--- config.mk ---
export PLATFORM = sky130hd
export DESIGN_NAME = io_led_pwm_ctrl
export DESIGN_NICKNAME = d
export VERILOG_FILES = /design/src/rtl/io_led_pwm_ctrl_pkg.sv /design/src/rtl/io_led_channel.sv /design/src/rtl/io_led_pwm_ctrl.sv
export SDC_FILE = /design/constraint.sdc
export NUM_CORES = 1
export LEC_CHECK = 0
export CAP_MARGIN = 20
export CORE_MARGIN = 1
export CORE_UTILIZATION = 35
export CTS_CLUSTER_DIAMETER = 60
export DETAILED_ROUTE_END_ITERATION = 10
export GPL_TIMING_DRIVEN = 0
export MAX_ROUTING_LAYER = met4
export RECOVER_POWER = 50
export SYNTH_ARGS = -nofsm -noshare
export SYNTH_HDL_FRONTEND = slang
export SYNTH_SLANG_ARGS = --single-unit
--- constraint.sdc ---
create_clock -name i_clk -period 3.1 [get_ports i_clk]
set_input_delay 0.93 -clock i_clk [delete_from_list [all_inputs] [get_ports i_clk]]
set_output_delay 0.93 -clock i_clk [all_outputs]
set_load 0.05 [all_outputs]
--- src/rtl/io_led_pwm_ctrl_pkg.sv ---
// Shared definitions for the LED PWM peripheral: register word offsets
// and per-channel mode encodings.
package io_led_pwm_ctrl_pkg;

  localparam logic [4:0] OFS_LED_EN = 5'd0;
  localparam logic [4:0] OFS_MODE   = 5'd1;
  localparam logic [4:0] OFS_BLINK  = 5'd2;
  localparam logic [4:0] OFS_STATUS = 5'd3;
  localparam logic [4:0] OFS_DUTY0  = 5'd4;

  // Encoding 2'b11 is not listed; channels treat it like static.
  typedef enum logic [1:0] {
    MODE_STATIC = 2'b00,
    MODE_BLINK  = 2'b01,
    MODE_PWM    = 2'b10
  } led_mode_e;

endpackage

--- src/rtl/io_led_channel.sv ---
// One LED channel: selects static, blink or PWM drive for a single output.
// PWM is on while the shared counter is below the duty value; an all-ones
// duty forces the output fully on so there is no gap at counter wrap.
module io_led_channel
  import io_led_pwm_ctrl_pkg::*;
#(
  parameter int PWM_BITS = 8
) (
  input  logic                en,
  input  logic [1:0]          mode,
  input  logic [PWM_BITS-1:0] duty,
  input  logic [PWM_BITS-1:0] pwm_cnt,
  input  logic                blink_phase,
  output logic                led
);

  logic pwm_on;

  assign pwm_on = (duty == {PWM_BITS{1'b1}}) || (pwm_cnt < duty);

  // Mode mux; unlisted encodings fall back to plain enable.
  always_comb begin
    led = en;
    case (mode)
      MODE_BLINK: led = en & blink_phase;
      MODE_PWM:   led = en & pwm_on;
      default:    led = en;
    endcase
  end

endmodule

--- src/rtl/io_led_pwm_ctrl.sv ---
// Memory-mapped multi-channel LED controller with static, blink and PWM
// modes and full register read-back. Holds the register file, the blink
// prescaler and the free-running PWM counter; per-channel muxing lives in
// io_led_channel. Define LEDS_ACTIVE_LOW_EN for inverted LED drive.
module io_led_pwm_ctrl
  import io_led_pwm_ctrl_pkg::*;
#(
  parameter int N_LEDS   = 8,
  parameter int PWM_BITS = 8,
  parameter int PRESC_W  = 24
) (
  input  logic              i_clk,
  input  logic              i_nrst,
  input  logic              i_sel,
  input  logic [4:0]        i_addr,
  input  logic              i_wr,
  input  logic              i_rd,
  input  logic [31:0]       i_wdata,
  output logic [31:0]       o_rdata,
  output logic [N_LEDS-1:0] o_leds
);

  logic [N_LEDS-1:0]   led_en;
  logic [2*N_LEDS-1:0] mode;
  logic [PRESC_W-1:0]  blink_period;
  logic [PWM_BITS-1:0] duty [N_LEDS];
  logic [PRESC_W-1:0]  presc;
  logic                blink_phase;
  logic [PWM_BITS-1:0] pwm_cnt;
  logic [N_LEDS-1:0]   ch_led;
  logic [N_LEDS-1:0]   leds_next;
  logic [N_LEDS-1:0]   leds_reset;
  logic [31:0]         rdata_next;
  logic                wr_en;
  logic                rd_en;
  logic                unused_wdata;

  assign wr_en = i_sel & i_wr;
  assign rd_en = i_sel & i_rd;

  // Upper write-data bits beyond each register's width are discarded.
  assign unused_wdata = ^i_wdata;

`ifdef LEDS_ACTIVE_LOW_EN
  assign leds_next  = ~ch_led;
  assign leds_reset = '1;
`else
  assign leds_next  = ch_led;
  assign leds_reset = '0;
`endif

  // Register file writes; STATUS and unmapped offsets are silently dropped.
  always_ff @(posedge i_clk or negedge i_nrst) begin
    if (!i_nrst) begin
      led_en       <= '0;
      mode         <= '0;
      blink_period <= '0;
      for (int i = 0; i < N_LEDS; i++) duty[i] <= '0;
    end else if (wr_en) begin
      case (i_addr)
        OFS_LED_EN: led_en       <= i_wdata[N_LEDS-1:0];
        OFS_MODE:   mode         <= i_wdata[2*N_LEDS-1:0];
        OFS_BLINK:  blink_period <= i_wdata[PRESC_W-1:0];
        default:    ;
      endcase
      for (int i = 0; i < N_LEDS; i++) begin
        if (i_addr == 5'(OFS_DUTY0 + i)) duty[i] <= i_wdata[PWM_BITS-1:0];
      end
    end
  end

  // Blink prescaler: a period write restarts the count in the on phase.
  always_ff @(posedge i_clk or negedge i_nrst) begin
    if (!i_nrst) begin
      presc       <= '0;
      blink_phase <= 1'b1;
    end else if (wr_en && (i_addr == OFS_BLINK)) begin
      presc       <= i_wdata[PRESC_W-1:0];
      blink_phase <= 1'b1;
    end else if (presc == '0) begin
      presc       <= blink_period;
      blink_phase <= ~blink_phase;
    end else begin
      presc <= presc - PRESC_W'(1);
    end
  end

  // Free-running PWM counter shared by all channels.
  always_ff @(posedge i_clk or negedge i_nrst) begin
    if (!i_nrst) pwm_cnt <= '0;
    else         pwm_cnt <= pwm_cnt + PWM_BITS'(1);
  end

  // Read mux over current register values, zero-extended.
  always_comb begin
    rdata_next = '0;
    case (i_addr)
      OFS_LED_EN: rdata_next = 32'(led_en);
      OFS_MODE:   rdata_next = 32'(mode);
      OFS_BLINK:  rdata_next = 32'(blink_period);
      OFS_STATUS: begin
        rdata_next[0]               = blink_phase;
        rdata_next[PWM_BITS+15:16] = pwm_cnt;
      end
      default:    ;
    endcase
    for (int i = 0; i < N_LEDS; i++) begin
      if (i_addr == 5'(OFS_DUTY0 + i)) rdata_next = 32'(duty[i]);
    end
  end

  // Registered read data, held between reads.
  always_ff @(posedge i_clk or negedge i_nrst) begin
    if (!i_nrst)    o_rdata <= '0;
    else if (rd_en) o_rdata <= rdata_next;
  end

  // Registered LED drive.
  always_ff @(posedge i_clk or negedge i_nrst) begin
    if (!i_nrst) o_leds <= leds_reset;
    else         o_leds <= leds_next;
  end

  for (genvar g = 0; g < N_LEDS; g++) begin : g_ch
    io_led_channel #(
      .PWM_BITS(PWM_BITS)
    ) u_ch (
      .en         (led_en[g]),
      .mode       (mode[2*g +: 2]),
      .duty       (duty[g]),
      .pwm_cnt    (pwm_cnt),
      .blink_phase(blink_phase),
      .led        (ch_led[g])
    );
  end

endmodule

# Word level (Yosys, flattened, before mapping)
# Index checks and enable logic that the tools add are counted.
# totals
reg_bits	185
out_inout_bits	40
word_cells	126
in_bits	42
# classes
add_sub_neg	2
magnitude_cmp	8
eq_ne	35
mux	23
n_reduce_logical	23
n_bitwise	19
# op_table
op	n
32-bit two-way mux	7
24-bit two-way mux	3
8-bit == test (second input constant)	8
8-bit less-than comparator	8
15-bit one-hot mux with 3 select lines	1
24-bit logical NOT	1
24-bit by 1-bit subtractor with 24-bit output (second input constant)	1
2-bit AND reduction	11
5-bit by 3-bit == test with 1-bit output (second input constant)	4
5-bit by 4-bit == test with 1-bit output (second input constant)	4
1-bit bitwise AND	18
2-bit by 1-bit == test with 1-bit output (second input constant)	8
2-bit == test (second input constant)	8
1-bit one-hot mux with 2 select lines	8
8-bit one-hot mux with 2 select lines	1
5-bit by 2-bit == test with 1-bit output (second input constant)	2
8-bit by 1-bit adder with 8-bit output (second input constant)	1
1-bit logical OR	8
5-bit by 1-bit == test with 1-bit output (second input constant)	1
5-bit logical NOT	1
1-bit one-hot mux with 4 select lines	1
1-bit two-way mux	2
2-bit nonzero test	1
1-bit logical AND	1
1-bit NOT	1

# Longest topological paths before layout
# Gate-level depths: netlist of the first run.
# depth
ltp_word	10
depth_mapped	9
mapped_depth_nobuf	7

# Modules after synthesis
# Synthesis of the first run repeated with hierarchy kept, for this count alone.
# hier_totals
hier_cells	1010
hier_area_um2	10104.7
# modules_own_cells
mod	instances	area_each_um2	seq_area_each_um2	cells_each
io_led_pwm_ctrl	1	8282.9	4430.5	762
io_led_channel	8	227.7	0.0	31

# Worst setup path before layout of the first run
# Ideal clock, no wire load.
# synth_timing
path_kind	input port to flip-flop
from	in i_addr[4]
to	reg mode[10]
t_required_ps	2975
setup_slack_ps	435
setup_time_ps	125
arrival_ps	2540
stages	6
path_cell_list	clkbuf_1 nor3b_2 nor3b_2 nand2_1 buf_2 mux2_2
# synth_between
elab_chain_len	2
# synth_rtl
item	line	source
start: declaration	io_led_pwm_ctrl.sv:15	input logic [4:0] i_addr,
5-bit by 1-bit == test with 1-bit output	io_led_pwm_ctrl.sv:60	case (i_addr)
2-bit AND reduction (no source line)	--	
end signal: assignment	io_led_pwm_ctrl.sv:62	OFS_MODE: mode <= i_wdata[2*N_LEDS-1:0];
end: declaration	io_led_pwm_ctrl.sv:24	logic [2*N_LEDS-1:0] mode;
# Every way passes these cells.
# A chain may end at the register's enable or synchronous reset.

# Worst setup path after layout of the first run
# layout_timing
from	in i_addr[3]
to	reg duty[15] (netlist name)
# layout_between
elab_chain_len	2
# layout_rtl
item	line	source
5-bit by 4-bit == test with 1-bit output	io_led_pwm_ctrl.sv:67	if (i_addr == 5'(OFS_DUTY0 + i)) duty[i] <= i_wdata[PWM_BITS-1:0];
2-bit AND reduction (no source line)	--	
end signal: indexed assignment	io_led_pwm_ctrl.sv:67	
end: declaration	io_led_pwm_ctrl.sv:26	logic [PWM_BITS-1:0] duty [N_LEDS];
# Every way passes these cells.

==> metrics.log, run 1 <==
INFO  metric die_w = 170.0 um
INFO  metric final_hold_viol_count = 0
INFO  metric clock_insertion_delay_worst_skew = 0.45 ns
INFO  metric cts_sinks = 177
INFO  metric grt.total_usage = 23.14%
INFO  metric synth_seq_cells = 177
INFO  metric synth.avg_cell_area = 9.731 um^2
INFO  metric die_y = 170.0 um
INFO  metric report.final.slew_viol_count = 96
INFO  metric async_flop_share = 100.0%
INFO  metric dp_worst_setup_slack = -0.7152 ns
INFO  metric maximum_single_stage_delay_on_the_critical_path = 0.63 ns
INFO  metric crit_arrival = 3.51 ns
INFO  metric area_delta_synth_final = 18.65%
INFO  metric synth_area = 0.009877 mm^2
INFO  metric outcome = complete, but fails checks
INFO  metric cts.path.max_buffers = 2
INFO  metric critical_path.slowest_cell = sky130_fd_sc_hd__nor4bb_2
INFO  metric synthTopCellsByCount = sky130_fd_sc_hd__dfrtp_1, sky130_fd_sc_hd__nand2_1, sky130_fd_sc_hd__o21ai_0
INFO  metric grt_first_pass_wirelength = 48.21 mm
INFO  metric max-slew-margin-rel = -66.78%
INFO  metric yosysSeqAreaShare = 44.86%
INFO  metric numCtsBuffers = 17
INFO  metric first_global_vias = 8119
INFO  metric grt_setup_unrepaired = true
INFO  metric kind_of_path_behind_the_tightest_hold_check = reg2reg
INFO  metric worst_setup_hold_path_clk_slew = 0.07 ns
INFO  metric portBuffers = 63
INFO  metric violations_in_the_final_reports = design-rule violations, max-capacitance violations, max-slew violations, negative setup slack
INFO  metric final_core_util = 42.18%
INFO  metric finalSetupViolCount = 15
INFO  metric path_max_fanout = 10
INFO  metric globalRouteOverflowTotal = 0
INFO  metric dr.pass1.iters = 8
INFO  metric floorplan.rows = 61
INFO  metric yosys.cell_types.count = 68
INFO  metric synth_top_area_share = 44.59%
INFO  metric syn_inst = 1015
INFO  metric worst_r2r_startpoint = presc[11]
INFO  metric detail_route.vias_per_cell = 5.500
INFO  metric place_hpwl = 22.46 mm
INFO  metric yosysWarningCount = 0
INFO  metric end_kind = flop
INFO  metric core = 0.02778 mm^2
INFO  metric tightest_slew = 2.502 ns
INFO  metric worstPathCellList = clkdlybuf4s50_1 -> buf_2 -> nor4bb_2 -> nor3b_2 -> clkbuf_1 -> nand2_1 -> o21ai_0
INFO  metric detail-route-antenna-nets = 0
INFO  metric max_freq = 0.3160 GHz
INFO  metric r2r_slack = 0.33 ns
INFO  metric final.setup.worst_slack = -0.06433 ns
INFO  metric detailedRoute.firstIterationViolations = 846
INFO  metric tritoncts = built
INFO  metric cts_hold_buffers = 0
INFO  metric routed_wl = 31.47 mm
INFO  metric count_of_flip_flops_with_a_built_in_enable_after_synthesis = 0
INFO  metric dpl-instance-area = 0.01105 mm^2
INFO  metric design.portCount = 82
INFO  metric drc = 2
INFO  metric vdd.ir_drop.worst = 337.9 uV
INFO  metric htree_num_levels = 4
INFO  metric ys_top_cells_by_area = sky130_fd_sc_hd__dfrtp_1, sky130_fd_sc_hd__ha_1, sky130_fd_sc_hd__mux2_2
INFO  metric pwr_density_cell = 588.7 mW/mm^2
INFO  metric detail_routed_net_length_per_standard_cell = 20.97 um
INFO  metric antenna_found_initial = 1
INFO  metric post-route-period-util = 102.1%
INFO  metric timing.critical_path.from = i_addr[3]
INFO  metric gp_congestion = 0.9102
INFO  metric hold_path_start = o_rdata[21]
INFO  metric synth_most_common_cell = sky130_fd_sc_hd__dfrtp_1
INFO  metric worst-setup-path-type = in2reg
INFO  metric finalNetCount = 1219
INFO  metric netlist.top_cell.by_area = sky130_fd_sc_hd__dfrtp_1
INFO  metric clock_skew = 0.01416 ns
INFO  metric leakage = 0.005183 uW
INFO  metric start_util = 35.55%
INFO  metric final.fill_count = 2796
INFO  metric number_of_vias_after_detailed_routing = 8256
INFO  metric cts_root_buf = sky130_fd_sc_hd__clkbuf_16
INFO  metric fp.dieArea = 0.02889 mm^2
INFO  metric crit_path_start_kind = input port
INFO  metric ys_dominant_reg_cell = sky130_fd_sc_hd__dfrtp_1
INFO  metric worst-endpoint-required = 3.45 ns
INFO  metric drive_gt1_share = 12.48%
INFO  metric final_cell_area = 0.01172 mm^2
INFO  metric post-route-min-period = 3.164 ns
INFO  metric maxCapViolCount = 1
INFO  metric grt_start_max_net_pins = 97
-- kinds of logic after synthesis --
family / Yosys count / synth area share (%)
XOR/XNOR: 18 / 1.596
buffers and inverters: 128 / 5.472
flip-flops: 177 / 44.86
AO/OA/AOI/OAI: 279 / 17.74
multiplexers: 72 / 8.133
adder cells (fa/ha/maj): 67 / 8.487
AND/OR/NAND/NOR: 273 / 13.68
other: 1 / 0.03797
-- flip-flops by register name (all words and copies together), names as in the netlist --
signal,cells
duty,64
blink_period,24
o_rdata,24
presc,24
mode,16
led_en,8
o_leds,8
pwm_cnt,8
blink_phase,1
-- report_power, final --
part | switching [uW] | internal, uW | total, uW
logic | 839 | 672 | 1510
clock network | 1020 | 1310 | 2330
registers | 388 | 2670 | 3060
total | 2250 | 4650 | 6900
-- per-stage QoR --
step	hold WS, ns	TNS (ns)	power (uW)	cells
CTS	0.4853	-0.01227	6910	1496
floorplan	0.4648	0	4043	1022
global route	0.5052	-9.922	7236	1501
finish	0.4820	-0.5743	6899	1501
global placement	0.4675	-1219.90	4541	1463
detailed placement	0.4699	-57.78	4582	1465
-- worst paths after layout --
path | to | depth (start not counted)
worst max-delay path | duty[15] | 7
worst min-delay path | o_rdata[21] | 2
worst max register to register | presc[15] | 7
worst min register to register | o_rdata[21] | 2
max in group asynchronous | mode[8] | 1
min in group asynchronous | o_leds[2] | 1
-- layout by cell type, fill, tap and decap left out, types with 8 or more instances in the layout --
| cell | count |
|---|---|
| sky130_fd_sc_hd__o21ai_1 | 32 |
| sky130_fd_sc_hd__nand2b_1 | 11 |
| sky130_fd_sc_hd__o31ai_1 | 10 |
| sky130_fd_sc_hd__clkbuf_2 | 8 |
| sky130_fd_sc_hd__ha_1 | 67 |
| sky130_fd_sc_hd__nand3_1 | 19 |
| sky130_fd_sc_hd__nand2_1 | 144 |
| sky130_fd_sc_hd__o21a_1 | 15 |
| sky130_fd_sc_hd__o22ai_1 | 15 |
| sky130_fd_sc_hd__a21oi_1 | 39 |
| sky130_fd_sc_hd__clkbuf_1 | 35 |
| sky130_fd_sc_hd__o21ai_0 | 88 |
| sky130_fd_sc_hd__dfrtp_1 | 176 |
| sky130_fd_sc_hd__clkdlybuf4s50_1 | 62 |
| sky130_fd_sc_hd__a21o_1 | 9 |
| sky130_fd_sc_hd__nor3b_1 | 8 |
| sky130_fd_sc_hd__a31oi_1 | 11 |
| sky130_fd_sc_hd__xnor2_1 | 16 |
| sky130_fd_sc_hd__a2111o_1 | 8 |
| sky130_fd_sc_hd__conb_1 | 8 |
| sky130_fd_sc_hd__buf_4 | 12 |
| sky130_fd_sc_hd__mux2_2 | 66 |
| sky130_fd_sc_hd__inv_1 | 68 |
| sky130_fd_sc_hd__nand4_1 | 19 |
| sky130_fd_sc_hd__a22oi_1 | 17 |
| sky130_fd_sc_hd__clkbuf_16 | 17 |
| sky130_fd_sc_hd__nor2_1 | 18 |
| sky130_fd_sc_hd__nor3_1 | 9 |
-- cell type report --
| cell class | count | area, um^2 | area share (%) |
|---|---|---|---|
| tap | 378 | 473.0 | 4.036 |
| clock buffer | 18 | 439.2 | 3.748 |
| clock inverter | 13 | 176.4 | 1.505 |
| multi-input combinational | 717 | 4969 | 42.40 |
| antenna | 1 | 2.502 | 0.02135 |
| sequential | 177 | 4431 | 37.81 |
| buffer | 60 | 292.8 | 2.498 |
| inverter | 68 | 255.2 | 2.178 |
| timing repair buffer | 69 | 680.7 | 5.808 |
-- repair_timing --
action,in CTS,in global routing
gates cloned,0,0
setup buffers,0,3
resized for setup,6,11
setup endpoints to repair,65,103
-- worst max-delay path, delay by kind of cell --
kind / cells / cell delay, ns
AOI/OAI and AO/OA: 1 / 0.12
buffers and inverters: 3 / 1.24
and+or+nand+nor: 3 / 1.22
-- routing by layer --
layer  up-vias  wire [um]  global-route usage [%]
li1       3834          -                       -
met1      4095      14550                   31.97
met2       290      14370                   34.78
met3        37       1915                   3.767
met4         0        632                   6.776
met5         -          0                       -
No activity file was read; power rests on OpenSTA's default activity.
==> run 2, diff against run 1 <==
--- a/config.mk
+++ b/config.mk
@@ -6,12 +6,16 @@
 export NUM_CORES = 1
 export LEC_CHECK = 0
 export CAP_MARGIN = 20
+export CELL_PAD_IN_SITES_DETAIL_PLACEMENT = 1
+export CELL_PAD_IN_SITES_GLOBAL_PLACEMENT = 2
 export CORE_MARGIN = 1
 export CORE_UTILIZATION = 35
 export CTS_CLUSTER_DIAMETER = 60
 export DETAILED_ROUTE_END_ITERATION = 10
+export GPL_ROUTABILITY_DRIVEN = 0
 export GPL_TIMING_DRIVEN = 0
 export MAX_ROUTING_LAYER = met4
+export PLACE_DENSITY_LB_ADDON = 0.1
 export RECOVER_POWER = 50
 export SYNTH_ARGS = -nofsm -noshare
 export SYNTH_HDL_FRONTEND = slang
==> metrics.log, run 2 (same netlist as run 1, synthesis figures left out) <==
INFO  metric dp_worst_setup_slack = -0.7263 ns (-0.01115 ns)
INFO  metric maxCapViolCount = 1 (unchanged)
INFO  metric numCtsBuffers = 17 (unchanged)
INFO  metric worst-endpoint-required = 3.41 ns (-0.04 ns)
INFO  metric fp.dieArea = 0.02889 mm^2 (unchanged)
INFO  metric final_core_util = 42.10% (-0.081 points)
INFO  metric cts.path.max_buffers = 2 (unchanged)
INFO  metric number_of_vias_after_detailed_routing = 8209 (-0.57%)
INFO  metric grt.total_usage = 26.53% (+3.4 points)
INFO  metric max-slew-margin-rel = -25.09% (+42 points)
INFO  metric cts_hold_buffers = 0 (unchanged)
INFO  metric maxUsedRoutingLayer = met4
INFO  metric post-route-period-util = 95.97% (-6.1 points)
INFO  metric grt_start_max_net_pins = 111 (+14%)
INFO  metric violations_in_the_final_reports = max-capacitance violations, max-slew violations
INFO  metric report.final.slew_viol_count = 68 (-29%)
INFO  metric start_util = 35.55% (unchanged)
INFO  metric grt_setup_unrepaired = false
INFO  metric flip_flop_count_of_the_largest_register_after_layout = 64 (unchanged)
INFO  metric layout.cells.most_common_list = sky130_fd_sc_hd__dfrtp_1, sky130_fd_sc_hd__nand2_1, sky130_fd_sc_hd__o21ai_0
INFO  metric max_freq = 0.3361 GHz (+6.4%)
INFO  metric worst-setup-path-type = in2reg
INFO  metric portBuffers = 63 (unchanged)
INFO  metric wl_met1 = 17.18 mm (+18%)
INFO  metric final.setup.worst_slack = 0.1249 ns (+0.1892 ns)
INFO  metric die_w = 170.0 um (unchanged)
INFO  metric finalNetCount = 1218 (-0.082%)
INFO  metric detail_route.vias_per_cell = 5.476 (-0.44%)
INFO  metric detailedRoute.firstIterationViolations = 572 (-32%)
INFO  metric cts_sinks = 177 (unchanged)
INFO  metric leakage = 0.005178 uW (about the same)
INFO  metric final.fill_count = 3229 (+15%)
INFO  metric vdd.ir_drop.worst = 370.5 uV (+9.7%)
INFO  metric drc = 0 (-2)
INFO  metric area_delta_synth_final = 18.42%
INFO  metric end_kind = flop
INFO  metric detailroute.wirelength.met2 = 16.61 mm (+16%)
INFO  metric largest-register = duty
INFO  metric finalSetupViolCount = 0 (-15)
INFO  metric tritoncts = built
INFO  metric kind_of_path_behind_the_tightest_hold_check = reg2reg
INFO  metric clock_skew = 0.01626 ns (+0.002105 ns)
INFO  metric detail_routed_net_length_per_standard_cell = 23.61 um (+13%)
INFO  metric drive_gt1_share = 13.02% (+0.55 points)
INFO  metric worst_setup_hold_path_clk_slew = 0.07 ns (about the same)
INFO  metric final_hold_viol_count = 0 (unchanged)
INFO  metric crit_arrival = 3.29 ns (-0.22 ns)
INFO  metric route.met3.wl = 993 um (-48%)
INFO  metric first_global_vias = 8500 (+4.7%)
INFO  metric outcome = complete, but fails checks
INFO  metric design.portCount = 82 (unchanged)
INFO  metric place_hpwl = 25.63 mm (+14%)
INFO  metric core = 0.02778 mm^2 (unchanged)
INFO  metric dr.pass1.iters = 4 (-4)
INFO  metric crit_path_start_kind = input port
INFO  metric antenna_found_initial = 2 (+1)
INFO  metric clock_insertion_delay_worst_skew = 0.44 ns (about the same)
INFO  metric globalRouteOverflowTotal = 0 (unchanged)
INFO  metric detail-route-antenna-nets = 0 (unchanged)
INFO  metric path_max_fanout = 10 (unchanged)
INFO  metric post-route-min-period = 2.975 ns (-0.1892 ns)
INFO  metric die_y = 170.0 um (unchanged)
INFO  metric routed_wl = 35.40 mm (+12%)
INFO  metric num_antenna_cells = 0 (-1)
INFO  metric floorplan.rows = 61 (unchanged)
INFO  metric final_common_cell = sky130_fd_sc_hd__dfrtp_1
INFO  metric grt_first_pass_wirelength = 54.40 mm (+13%)
INFO  metric htree_num_levels = 4 (unchanged)
INFO  metric cts_root_buf = sky130_fd_sc_hd__clkbuf_16
INFO  metric tightest_slew = 1.876 ns (-0.6254 ns)
INFO  metric pwr_density_cell = 585.1 mW/mm^2 (-0.61%)
-- run 2: final timing paths --
path	cells after the start	slack, ns	end	startpoint
max reg2reg	7	0.37	presc[18]	presc[11]
min reg2reg	2	0.48	o_rdata[18]	o_rdata[18]
max in group asynchronous	2	0.70	mode[14]	i_nrst
min	2	0.48	o_rdata[18]	o_rdata[18]
min in group asynchronous	1	1.01	duty[59]	i_nrst
max	6	0.12	mode[9]	i_addr[0]
-- run 2: layout make-up --
type / count / area [um^2] / area share [%]
buffer: 60 / 296.5 / 2.535
clock buffer: 18 / 429.2 / 3.669
clock inverter: 13 / 147.6 / 1.262
inverter: 68 / 255.2 / 2.182
multi-input combinational: 717 / 4984 / 42.61
sequential: 177 / 4431 / 37.88
tap: 378 / 473.0 / 4.044
timing repair buffer: 68 / 680.7 / 5.819
-- run 2: per-stage QoR --
stage	cells	cell area, um^2	total power (uW)	hold WS [ns]	TNS [ns]
finish	1499	11700	6844	0.4790	0
global route	1499	11700	7220	0.5041	0
CTS	1498	11690	6897	0.4692	0
detailed placement	1465	11050	4652	0.4714	-64.19
global placement	1463	11010	4618	0.4624	-1290.78
floorplan	1022	9903	4043	0.4648	0
-- run 2: routing by layer --
| layer | global-route usage (%) | up-vias |
|---|---|---|
| met2 | 41.96 | 135 |
| met4 | 6.816 | 0 |
| met1 | 36.11 | 4218 |
| li1 | - | 3823 |
| met5 | - | - |
| met3 | 3.000 | 33 |
-- run 2: where the power goes --
part           internal (uW)  switching, uW
Combinational            677            896
Sequential              2670            385
Clock                   1200           1010
-- run 2: repair_timing --
item | 4_1_cts | 5_1_grt
gates resized for setup | 13 | 9
endpoints found under the setup margin | 93 | 45
setup buffers | 2 | 1
-- run 2: worst max-delay path, stage by stage --
cell and delay (ns):
sky130_fd_sc_hd__clkdlybuf4s50_1 0.62, sky130_fd_sc_hd__nor3b_4 0.29, sky130_fd_sc_hd__nor3b_2 0.42, sky130_fd_sc_hd__nand2_1 0.38, sky130_fd_sc_hd__buf_2 0.35, sky130_fd_sc_hd__mux2_2 0.30
